<file path="src/rtl/operand_dispatch.sv">
// Register-read / dispatch stage: architectural register file, busy scoreboard
// with RAW/WAW stall, write-back forwarding and a DEPTH-entry in-order output queue.
module operand_dispatch #(
    parameter int  XLEN      = 32,
    parameter int  NREGS     = 32,
    parameter int  NUM_WB    = 2,
    parameter int  DEPTH     = 2,
    parameter int  PAYLOAD_W = 64,
    localparam int AW        = $clog2(NREGS)
) (
    input  logic                   clk_i,
    input  logic                   rst_i,
    input  logic                   in_valid_i,
    output logic                   in_ready_o,
    input  logic [AW-1:0]          in_rs1_i,
    input  logic [AW-1:0]          in_rs2_i,
    input  logic                   in_rs1_use_i,
    input  logic                   in_rs2_use_i,
    input  logic [AW-1:0]          in_rd_i,
    input  logic                   in_rd_we_i,
    input  logic [PAYLOAD_W-1:0]   in_payload_i,
    output logic                   out_valid_o,
    input  logic                   out_ready_i,
    output logic [XLEN-1:0]        out_rs1_data_o,
    output logic [XLEN-1:0]        out_rs2_data_o,
    output logic [AW-1:0]          out_rd_o,
    output logic                   out_rd_we_o,
    output logic [PAYLOAD_W-1:0]   out_payload_o,
    input  logic [NUM_WB-1:0]      wb_valid_i,
    input  logic [NUM_WB*AW-1:0]   wb_addr_i,
    input  logic [NUM_WB*XLEN-1:0] wb_data_i,
    input  logic                   flush_i,
    output logic                   hazard_stall_o
);
    localparam int PW = (DEPTH > 1) ? $clog2(DEPTH) : 1;
    localparam int CW = $clog2(DEPTH + 1);

    typedef struct packed {
        logic [XLEN-1:0]      rs1_data;
        logic [XLEN-1:0]      rs2_data;
        logic [AW-1:0]        rd;
        logic                 rd_we;
        logic [PAYLOAD_W-1:0] payload;
    } entry_t;

    logic [XLEN-1:0]  rf_q [NREGS];
    logic [NREGS-1:0] busy_q, busy_d;
    entry_t           mem_q [DEPTH];
    logic [PW-1:0]    wptr_q, wptr_d, rptr_q, rptr_d;
    logic [CW-1:0]    cnt_q, cnt_d;

    logic [NREGS-1:0] wb_hit;
    logic [XLEN-1:0]  rs1_val, rs2_val;
    logic             rs1_ok, rs2_ok, waw, hazard, space, push, pop, wb_collision;
    entry_t           push_entry, head;

    // NOTE: every always_comb output gets a default first so no path leaves it unassigned (no latch).
    always_comb begin
        wb_hit  = '0;
        rs1_val = rf_q[in_rs1_i];
        rs2_val = rf_q[in_rs2_i];
        for (int i = 0; i < NUM_WB; i++) begin
            if (wb_valid_i[i] && wb_addr_i[i*AW +: AW] != '0) begin
                wb_hit[wb_addr_i[i*AW +: AW]] = 1'b1;
                if (wb_addr_i[i*AW +: AW] == in_rs1_i) rs1_val = wb_data_i[i*XLEN +: XLEN];
                if (wb_addr_i[i*AW +: AW] == in_rs2_i) rs2_val = wb_data_i[i*XLEN +: XLEN];
            end
        end
    end

    always_comb begin
        wb_collision = 1'b0;
        for (int i = 0; i < NUM_WB; i++) begin
            for (int j = i + 1; j < NUM_WB; j++) begin
                if (wb_valid_i[i] && wb_valid_i[j] && wb_addr_i[i*AW +: AW] != '0 &&
                    wb_addr_i[i*AW +: AW] == wb_addr_i[j*AW +: AW]) begin
                    wb_collision = 1'b1;
                end
            end
        end
    end

    assign rs1_ok = !in_rs1_use_i || in_rs1_i == '0 || !busy_q[in_rs1_i] || wb_hit[in_rs1_i];
    assign rs2_ok = !in_rs2_use_i || in_rs2_i == '0 || !busy_q[in_rs2_i] || wb_hit[in_rs2_i];
    assign waw    = in_rd_we_i && in_rd_i != '0 && busy_q[in_rd_i] && !wb_hit[in_rd_i];
    assign hazard = !rs1_ok || !rs2_ok || waw;
    assign space  = (cnt_q < CW'(DEPTH)) || out_ready_i;

    assign in_ready_o     = !rst_i && !flush_i && !hazard && space;
    assign hazard_stall_o = in_valid_i && hazard && !flush_i;
    assign out_valid_o    = cnt_q != '0;
    assign push           = in_valid_i && in_ready_o;
    assign pop            = out_valid_o && out_ready_i;

    always_comb begin
        push_entry          = '0;
        push_entry.rs1_data = (in_rs1_use_i && in_rs1_i != '0) ? rs1_val : '0;
        push_entry.rs2_data = (in_rs2_use_i && in_rs2_i != '0) ? rs2_val : '0;
        push_entry.rd       = in_rd_i;
        push_entry.rd_we    = in_rd_we_i;
        push_entry.payload  = in_payload_i;
    end

    always_comb begin
        busy_d = busy_q & ~wb_hit;
        if (flush_i) begin
            busy_d = '0;
        end else if (push && in_rd_we_i && in_rd_i != '0) begin
            busy_d[in_rd_i] = 1'b1;  // the new producer owns the register over a same-cycle clear
        end
    end

    always_comb begin
        wptr_d = wptr_q;
        rptr_d = rptr_q;
        cnt_d  = cnt_q;
        if (flush_i) begin
            wptr_d = '0;
            rptr_d = '0;
            cnt_d  = '0;
        end else begin
            if (push) wptr_d = (wptr_q == PW'(DEPTH - 1)) ? '0 : wptr_q + PW'(1);
            if (pop)  rptr_d = (rptr_q == PW'(DEPTH - 1)) ? '0 : rptr_q + PW'(1);
            cnt_d = cnt_q + CW'(push) - CW'(pop);
        end
    end

    // NOTE: sequential state uses non-blocking assignments so every flop samples pre-edge values.
    always_ff @(posedge clk_i) begin
        if (rst_i) begin
            busy_q <= '0;
            wptr_q <= '0;
            rptr_q <= '0;
            cnt_q  <= '0;
            for (int r = 0; r < NREGS; r++) rf_q[r] <= '0;
        end else begin
            busy_q <= busy_d;
            wptr_q <= wptr_d;
            rptr_q <= rptr_d;
            cnt_q  <= cnt_d;
            for (int i = 0; i < NUM_WB; i++) begin
                if (wb_valid_i[i] && wb_addr_i[i*AW +: AW] != '0) begin
                    rf_q[wb_addr_i[i*AW +: AW]] <= wb_data_i[i*XLEN +: XLEN];
                end
            end
        end
    end

    // NOTE: queue storage has no reset; outputs are masked by out_valid so stale entries never leak.
    always_ff @(posedge clk_i) begin
        if (push) mem_q[wptr_q] <= push_entry;
    end

    assign head           = out_valid_o ? mem_q[rptr_q] : '0;
    assign out_rs1_data_o = head.rs1_data;
    assign out_rs2_data_o = head.rs2_data;
    assign out_rd_o       = head.rd;
    assign out_rd_we_o    = head.rd_we;
    assign out_payload_o  = head.payload;

    always_ff @(posedge clk_i) begin
        if (!rst_i) begin
            assert (!wb_collision)
                else $warning("operand_dispatch: write-back address collision, highest port kept");
        end
    end
endmodule

</file>
<file path="config.mk">
export PLATFORM = sky130hd
export DESIGN_NAME = operand_dispatch
export DESIGN_NICKNAME = d
export VERILOG_FILES = /design/src/rtl/operand_dispatch.sv
export SDC_FILE = /design/constraint.sdc
export NUM_CORES = 2
export LEC_CHECK = 0
export CORE_MARGIN = 4
export CORE_UTILIZATION = 50
export CTS_BUF_LIST = sky130_fd_sc_hd__clkbuf_2 sky130_fd_sc_hd__clkbuf_4 sky130_fd_sc_hd__clkbuf_8
export CTS_CLUSTER_DIAMETER = 30
export DETAILED_ROUTE_END_ITERATION = 10
export PLACE_DENSITY = 0.73
export SLEW_MARGIN = 20
export SYNTH_ARGS = -nofsm -noshare
export SYNTH_HDL_FRONTEND = slang
export SYNTH_SLANG_ARGS = --single-unit
</file>
<file path="constraint.sdc">
create_clock -name clk_i -period 14.5 [get_ports clk_i]
set_input_delay 2.9 -clock clk_i [delete_from_list [all_inputs] [get_ports clk_i]]
set_output_delay 2.9 -clock clk_i [all_outputs]
set_load 0.02 [all_outputs]
</file>
== After elaboration in Yosys (flattened, before gate mapping) ==
Memories as Yosys holds them, arrays and structs flattened. A register that Yosys moved wholly into a read port is not among the register bits.
Index checks and enable logic that the tools add are counted.

* Add/subtract/negate cells: 4
* Magnitude comparators: 9
* Eq/ne operators: 4
* Multiplexer cells: 52
* Bitwise logic cells: 4
* Reduce and logical (&&, ||, !) cells: 49

{| class="wikitable"
|+ Operators with widths
! cell !! number
|-
| two-way mux 32 bit || 15
|-
| two-way mux 134 bit || 1
|-
| OR 32 bit || 2
|-
| OR reduction 32 bit || 2
|-
| bitwise AND 32 bit || 1
|-
| inverter 32 bit || 1
|-
| binary-select mux 1 bit (select 5 bit) || 6
|-
| < comparator 5 x 6 -> 1 bit, second input constant || 5
|-
| two-way mux 1 bit || 25
|-
| nonzero test 5 bit || 5
|-
| == test 5 bit || 4
|-
| logical AND 1 bit || 19
|-
| demux 1 bit (select 5 bit) || 3
|-
| >= comparator 5 x 1 -> 1 bit, second input constant || 3
|-
| logical NOT 1 bit || 10
|-
| logical NOT 5 bit || 2
|-
| two-way mux 5 bit || 2
|-
| logical OR 1 bit || 9
|-
| adder 1 bit, second input constant || 2
|-
| adder 2 x 1 -> 2 bit || 1
|-
| < comparator 2 bit, second input constant || 1
|-
| nonzero test 2 bit || 1
|-
| OR reduction 2 bit || 1
|-
| subtractor 2 x 1 -> 2 bit || 1
|}

* Register bits after elaboration: 36
* Bits in writable memories: 1,292
* Input bits: 163
* Output and inout bits: 137
* Word-level logic and storage cells: 128
* Memories: 2

{| class="wikitable"
|+ Memories
! memory !! depth !! width !! read ports !! clocked after Yosys merged registers in !! wr ports !! line !! source
|-
| rf_q || 32 || 32 || 2 || 0 || 32 || 46 || <nowiki>logic [XLEN-1:0] rf_q [NREGS];</nowiki>
|-
| mem_q || 2 || 134 || 1 || 1 || 1 || 48 || <nowiki>entry_t mem_q [DEPTH];</nowiki>
|}

== Depth between registers and ports, before layout ==
* Depth in word-level cells: 20
* Depth in mapped cells: 20
* Gate-level depth less buffers: 14

== Worst setup path before layout ==
No wires, ideal clock.

* Path type: input port to flip-flop
* Start point: in in_rd_i[0]
* End point: mem mem_q[0][0] in the netlist's numbering, enable pin
* Library setup time: 0.631 ns
* Arrival: 11.039 ns
* Data required time: 13.869 ns
* Setup slack: 2.830 ns
* Stages: 11
* Buffers on the path: 4
* Path through: buf_2 mux4_2 mux4_2 a22oi_1 a21oi_1 and4b_1 buf_6 or4_4 buf_6 buf_6 nor2_1

* Word-level cells in the longest chain between the ends: 11
* Elaborated cells on any way between the ends: 16
* Classes of those cells: 6 x mux; 10 x reduce/logical

{| class="wikitable"
|+ RTL lines
! item !! line !! source
|-
| start, declared || 19 || <nowiki>input logic [AW-1:0] in_rd_i,</nowiki>
|-
| binary-select mux 1 bit (select 5 bit) or nonzero test 5 bit (tied branches) || 85 || <nowiki>assign waw = in_rd_we_i && in_rd_i != '0 && busy_q[in_rd_i] && !wb_hit[in_rd_i];</nowiki>
|-
| two-way mux 1 bit (implied by the code) or logical AND 1 bit (tied branches) || 85 ||
|-
| logical AND 1 bit or logical NOT 1 bit (tied branches) || 85 ||
|-
| logical AND 1 bit * || 85 ||
|-
| logical OR 1 bit * || 86 || <nowiki>assign hazard = !rs1_ok || !rs2_ok || waw;</nowiki>
|-
| logical NOT 1 bit * || 89 || <nowiki>assign in_ready_o = !rst_i && !flush_i && !hazard && space;</nowiki>
|-
| logical AND 1 bit * (2 in a row) || 89 ||
|-
| logical AND 1 bit * || 92 || <nowiki>assign push = in_valid_i && in_ready_o;</nowiki>
|-
| two-way mux 1 bit * || 151 || <nowiki>if (push) mem_q[wptr_q] <= push_entry;</nowiki>
|-
| two-way mux 1 bit (implied by the code) * || 151 ||
|-
| end, declared || 48 ||
|}

Every way passes the cells marked *; elsewhere a longest branch is shown, timed or not. The select of a mux whose other input is x is not followed.

== Final worst setup path ==
* Start point: in wb_addr_i[6]
* End point: out hazard_stall_o

* Word-level cells in the longest chain between the ends: 14
* Elaborated cells on any way between the ends: 25
* Classes of those cells: 2 x order compare; 9 x mux; 1 x bitwise; 13 x reduce/logical

{| class="wikitable"
|+ RTL lines
! item !! line !! source
|-
| start, declared || 30 || <nowiki>input logic [NUM_WB*AW-1:0] wb_addr_i,</nowiki>
|-
| < comparator 5 x 6 -> 1 bit (implied by the code) or >= comparator 5 x 1 -> 1 bit (tied branches) || 64 || <nowiki>wb_hit[wb_addr_i[i*AW +: AW]] = 1'b1;</nowiki>
|-
| logical AND 1 bit (implied by the code) || 64 ||
|-
| two-way mux 1 bit (implied by the code) || 64 ||
|-
| demux 1 bit (select 5 bit) || 64 ||
|-
| OR 32 bit (no source line) || - ||
|-
| two-way mux 32 bit * || 63 || <nowiki>if (wb_valid_i[i] && wb_addr_i[i*AW +: AW] != '0) begin</nowiki>
|-
| binary-select mux 1 bit (select 5 bit), on equally long branches || 83, 84 ||
|-
| two-way mux 1 bit, on equally long branches || 83, 84 ||
|-
| logical OR 1 bit, on equally long branches || 83, 84 ||
|-
| logical NOT 1 bit || 86 ||
|-
| logical OR 1 bit || 86 ||
|-
| logical OR 1 bit * || 86 ||
|-
| logical AND 1 bit * (2 in a row) || 90 || <nowiki>assign hazard_stall_o = in_valid_i && hazard && !flush_i;</nowiki>
|-
| end, declared || 33 || <nowiki>output logic hazard_stall_o</nowiki>
|}

Marks and branches as above.

==> metrics.cfg <==
[setup_path]
path_max_fanout = 20
crit_path_top_delay_cell = clkdlybuf4s50_1
crit_type = input port to output port
path_cells = clkdlybuf4s50_1 > nand2b_1 > buf_4 > nor2_1 > a21oi_1 > a2111oi_0 > o31a_1 > o31ai_1 > o311a_1 > clkdlybuf4s50_1
crit_arrival_ps = 7310
crit_top_cell = clkdlybuf4s50_1
worst-endpoint-required_ps = 11600
cpPeakStageDelay_ps = 1000
r2r_setup_slack_ps = 9410
worstSetupEndpointType = output port
worstSetupStartpointType = input port

[sta]
fin_tns_setup_ps = 0
setup_violations = 0
whs_ps = 517
tightestPinTransition_ps = 1210
fin_worst_skew_ps = 79.4
min_period_ps = 10210
finalCritPeriodShare_pct = 70.4
rsz0062_at_grt = no
worst_slack_ps = 4290
slew_viol_final = 0
hold_viol = 0
slew-limit-headroom_pct = 19.1
fmax_mhz = 98.0

[global_route]
antenna_found_initial = 8
grt_pass1_wl_um = 382000
grt_use_total_pct = 35.2
grt_pass1_vias = 53187
top_usage_layer = met2
gr-usage-met2_pct = 49.6
use_met1_pct = 44.2
grt_start_max_net_pins = 119
overflow = 0
met3_usage_pct = 16.6

[routing]
drc = 0
vias_per_cell = 7.66
first_iter_violations = 10034
detailroute.via_count = 54288
wire_per_inst_um = 38.6
first_pass_iters = 8
wl_um = 274000
antenna_left = 0

[logic_synthesis]
synth_top_cell_area_share_pct = 53.0
yosysWarnings = 0
synth.distinct_cells = 72
synth_edf_count = 1292
yosysTopAreaCell = edfxtp_1
synth_cells = 4841
ys_ff_latch = 1329
avgSynthCellArea_um2 = 15.1
synth_flop_cell = edfxtp_1
synth_area_leaders = edfxtp_1, mux4_2, a22o_1
synth-async-reset-ratio_pct = 0
yosysSeqAreaShare_pct = 54.1
syn_area_um2 = 73200

[cts]
clkTransAtPathRegs_ps = 60
clk_path_buf_depth = 4
holdBufCountCts = 0
cts_resized = 0
cts_sinks = 1329
htreeDepth = 5
cts_tree = built
cts_made_buffers = 301
ctsRootBufferMaster = clkbuf_8
post_cts_buffers = 0
clk_latency_ps = 1010

[floorplan]
initial_core_util_pct = 50.3
die_w_um = 390
io_pins = 300
die_y_um = 390
core_um2 = 146000
dieArea_um2 = 152000
rows = 140

[layout]
layout_commonest_cell = edfxtp_1
drive_gt1_share_pct = 28.9
synthToLayoutAreaGrowth_pct = 15.4
fin_nets = 5116
nFillCells = 10992
most-common-layout-cells = edfxtp_1, a22o_1, mux4_2
finish.instance_area_um2 = 84400

[min_path]
hold_class = flop to flop

[run]
cap_violations = 0

[placement]
pre_cts_ws_ps = 4400
place.gp.congestion = 0.914
numPortBuffers = 299
postPlaceCellArea_um2 = 77900
place_hpwl_um = 148000

[run_status]
status = completed

[power]
cellPowerDensity_nw_per_um2 = 123
irDropWorstVdd_uv = 73.0
p_leak_nw = 27.9

-- layer usage --
| layer | part of all wire (%) | vias up |
|---|---|---|
| li1 | - | 20475 |
| met3 | 18 | 1352 |
| met1 | 33 | 26877 |
| met4 | 7.1 | 10 |
| met5 | 0.13 | - |
| met2 | 42 | 5574 |
-- worst max-delay path: cells and delay by family --
kind | cells | cell delay [ps]
and+or+nand+nor | 2 | 320
AOI/OAI and AO/OA | 5 | 2130
buffers and inverters | 3 | 1950
-- flip-flops by register name (all words and copies together), names as in the netlist, named ones only --
name,cells
busy_q,32
cnt_q,2
wptr_q,1
rf_q,1024
rptr_q,1
mem_q,268
-- through the flow --
step           total power, mW  util, %  std cells
4_1_cts                   10.3     57.9       7079
2_1_floorplan             5.34        -       4872
3_5_place_dp              5.80     53.5       6563
6_report                  10.4     58.0       7090
5_1_grt                   10.6     58.0       7083
3_3_place_gp              5.77     53.5       6563
-- final timing paths --
path	start	to	cells after the start
worst max-delay path	wb_addr_i[6]	hazard_stall_o	10
worst min-delay path	rptr_q	flop	2
worst max register to register	busy_q[10]	mem_q[1][109]	9
worst min register to register	rptr_q	flop	2
-- synthesized netlist by cell type, drive strengths merged (5+ instances only) --
library cell and n:
edfxtp 1292, a22o 992, mux4 664, clkbuf 554, nor2 327, mux2i 209
buf 177, a21oi 80, a211oi 72, nor3 61, nand2 47, dfxtp 37
o22ai 31, nand3 24, or2 24, nand2b 23, nor4 17, o21ai 17
inv 16, o31ai 15, xnor2 14, xor2 12, mux2 9, o2bb2ai 8
or3 8, nand4b 7, nor2b 7, nand4bb 6, a2111oi 5, a22oi 5
a32o 5, and2 5, nand4 5, o22a 5
-- cell families after synthesis --
| family | count (synthesis) | synth area share, % |
|---|---|---|
| AOI/OAI and AO/OA | 1275 | 14.5 |
| xor gates and xnor gates | 26 | 0.311 |
| adders and majority gates | 2 | 0.0342 |
| buffers and inverters | 747 | 3.94 |
| DFF | 1329 | 54.1 |
| muxes | 882 | 23.4 |
| other | 1 | 0.00513 |
| and+or+nand+nor | 579 | 3.68 |
-- layout make-up --
| class | count | area, µm² | share of cell area, % |
|---|---|---|---|
| diodes | 9 | 22.5 | 0.0267 |
| clock inverters | 155 | 1790 | 2.13 |
| inverters | 16 | 60.1 | 0.0711 |
| clock buffers | 361 | 4640 | 5.50 |
| flip-flops and latches | 1329 | 39500 | 46.8 |
| repair buffers | 507 | 4600 | 5.45 |
| multi-input cells | 2796 | 31300 | 37.1 |
| well taps | 1917 | 2400 | 2.84 |
-- report_power, final --
group | total (mW) | switching [mW] | internal, mW
Clock | 4.59 | 1.79 | 2.80
Sequential | 4.53 | 0.0964 | 4.44
Combinational | 1.25 | 0.738 | 0.514
Power figures use the tool's default switching activity.
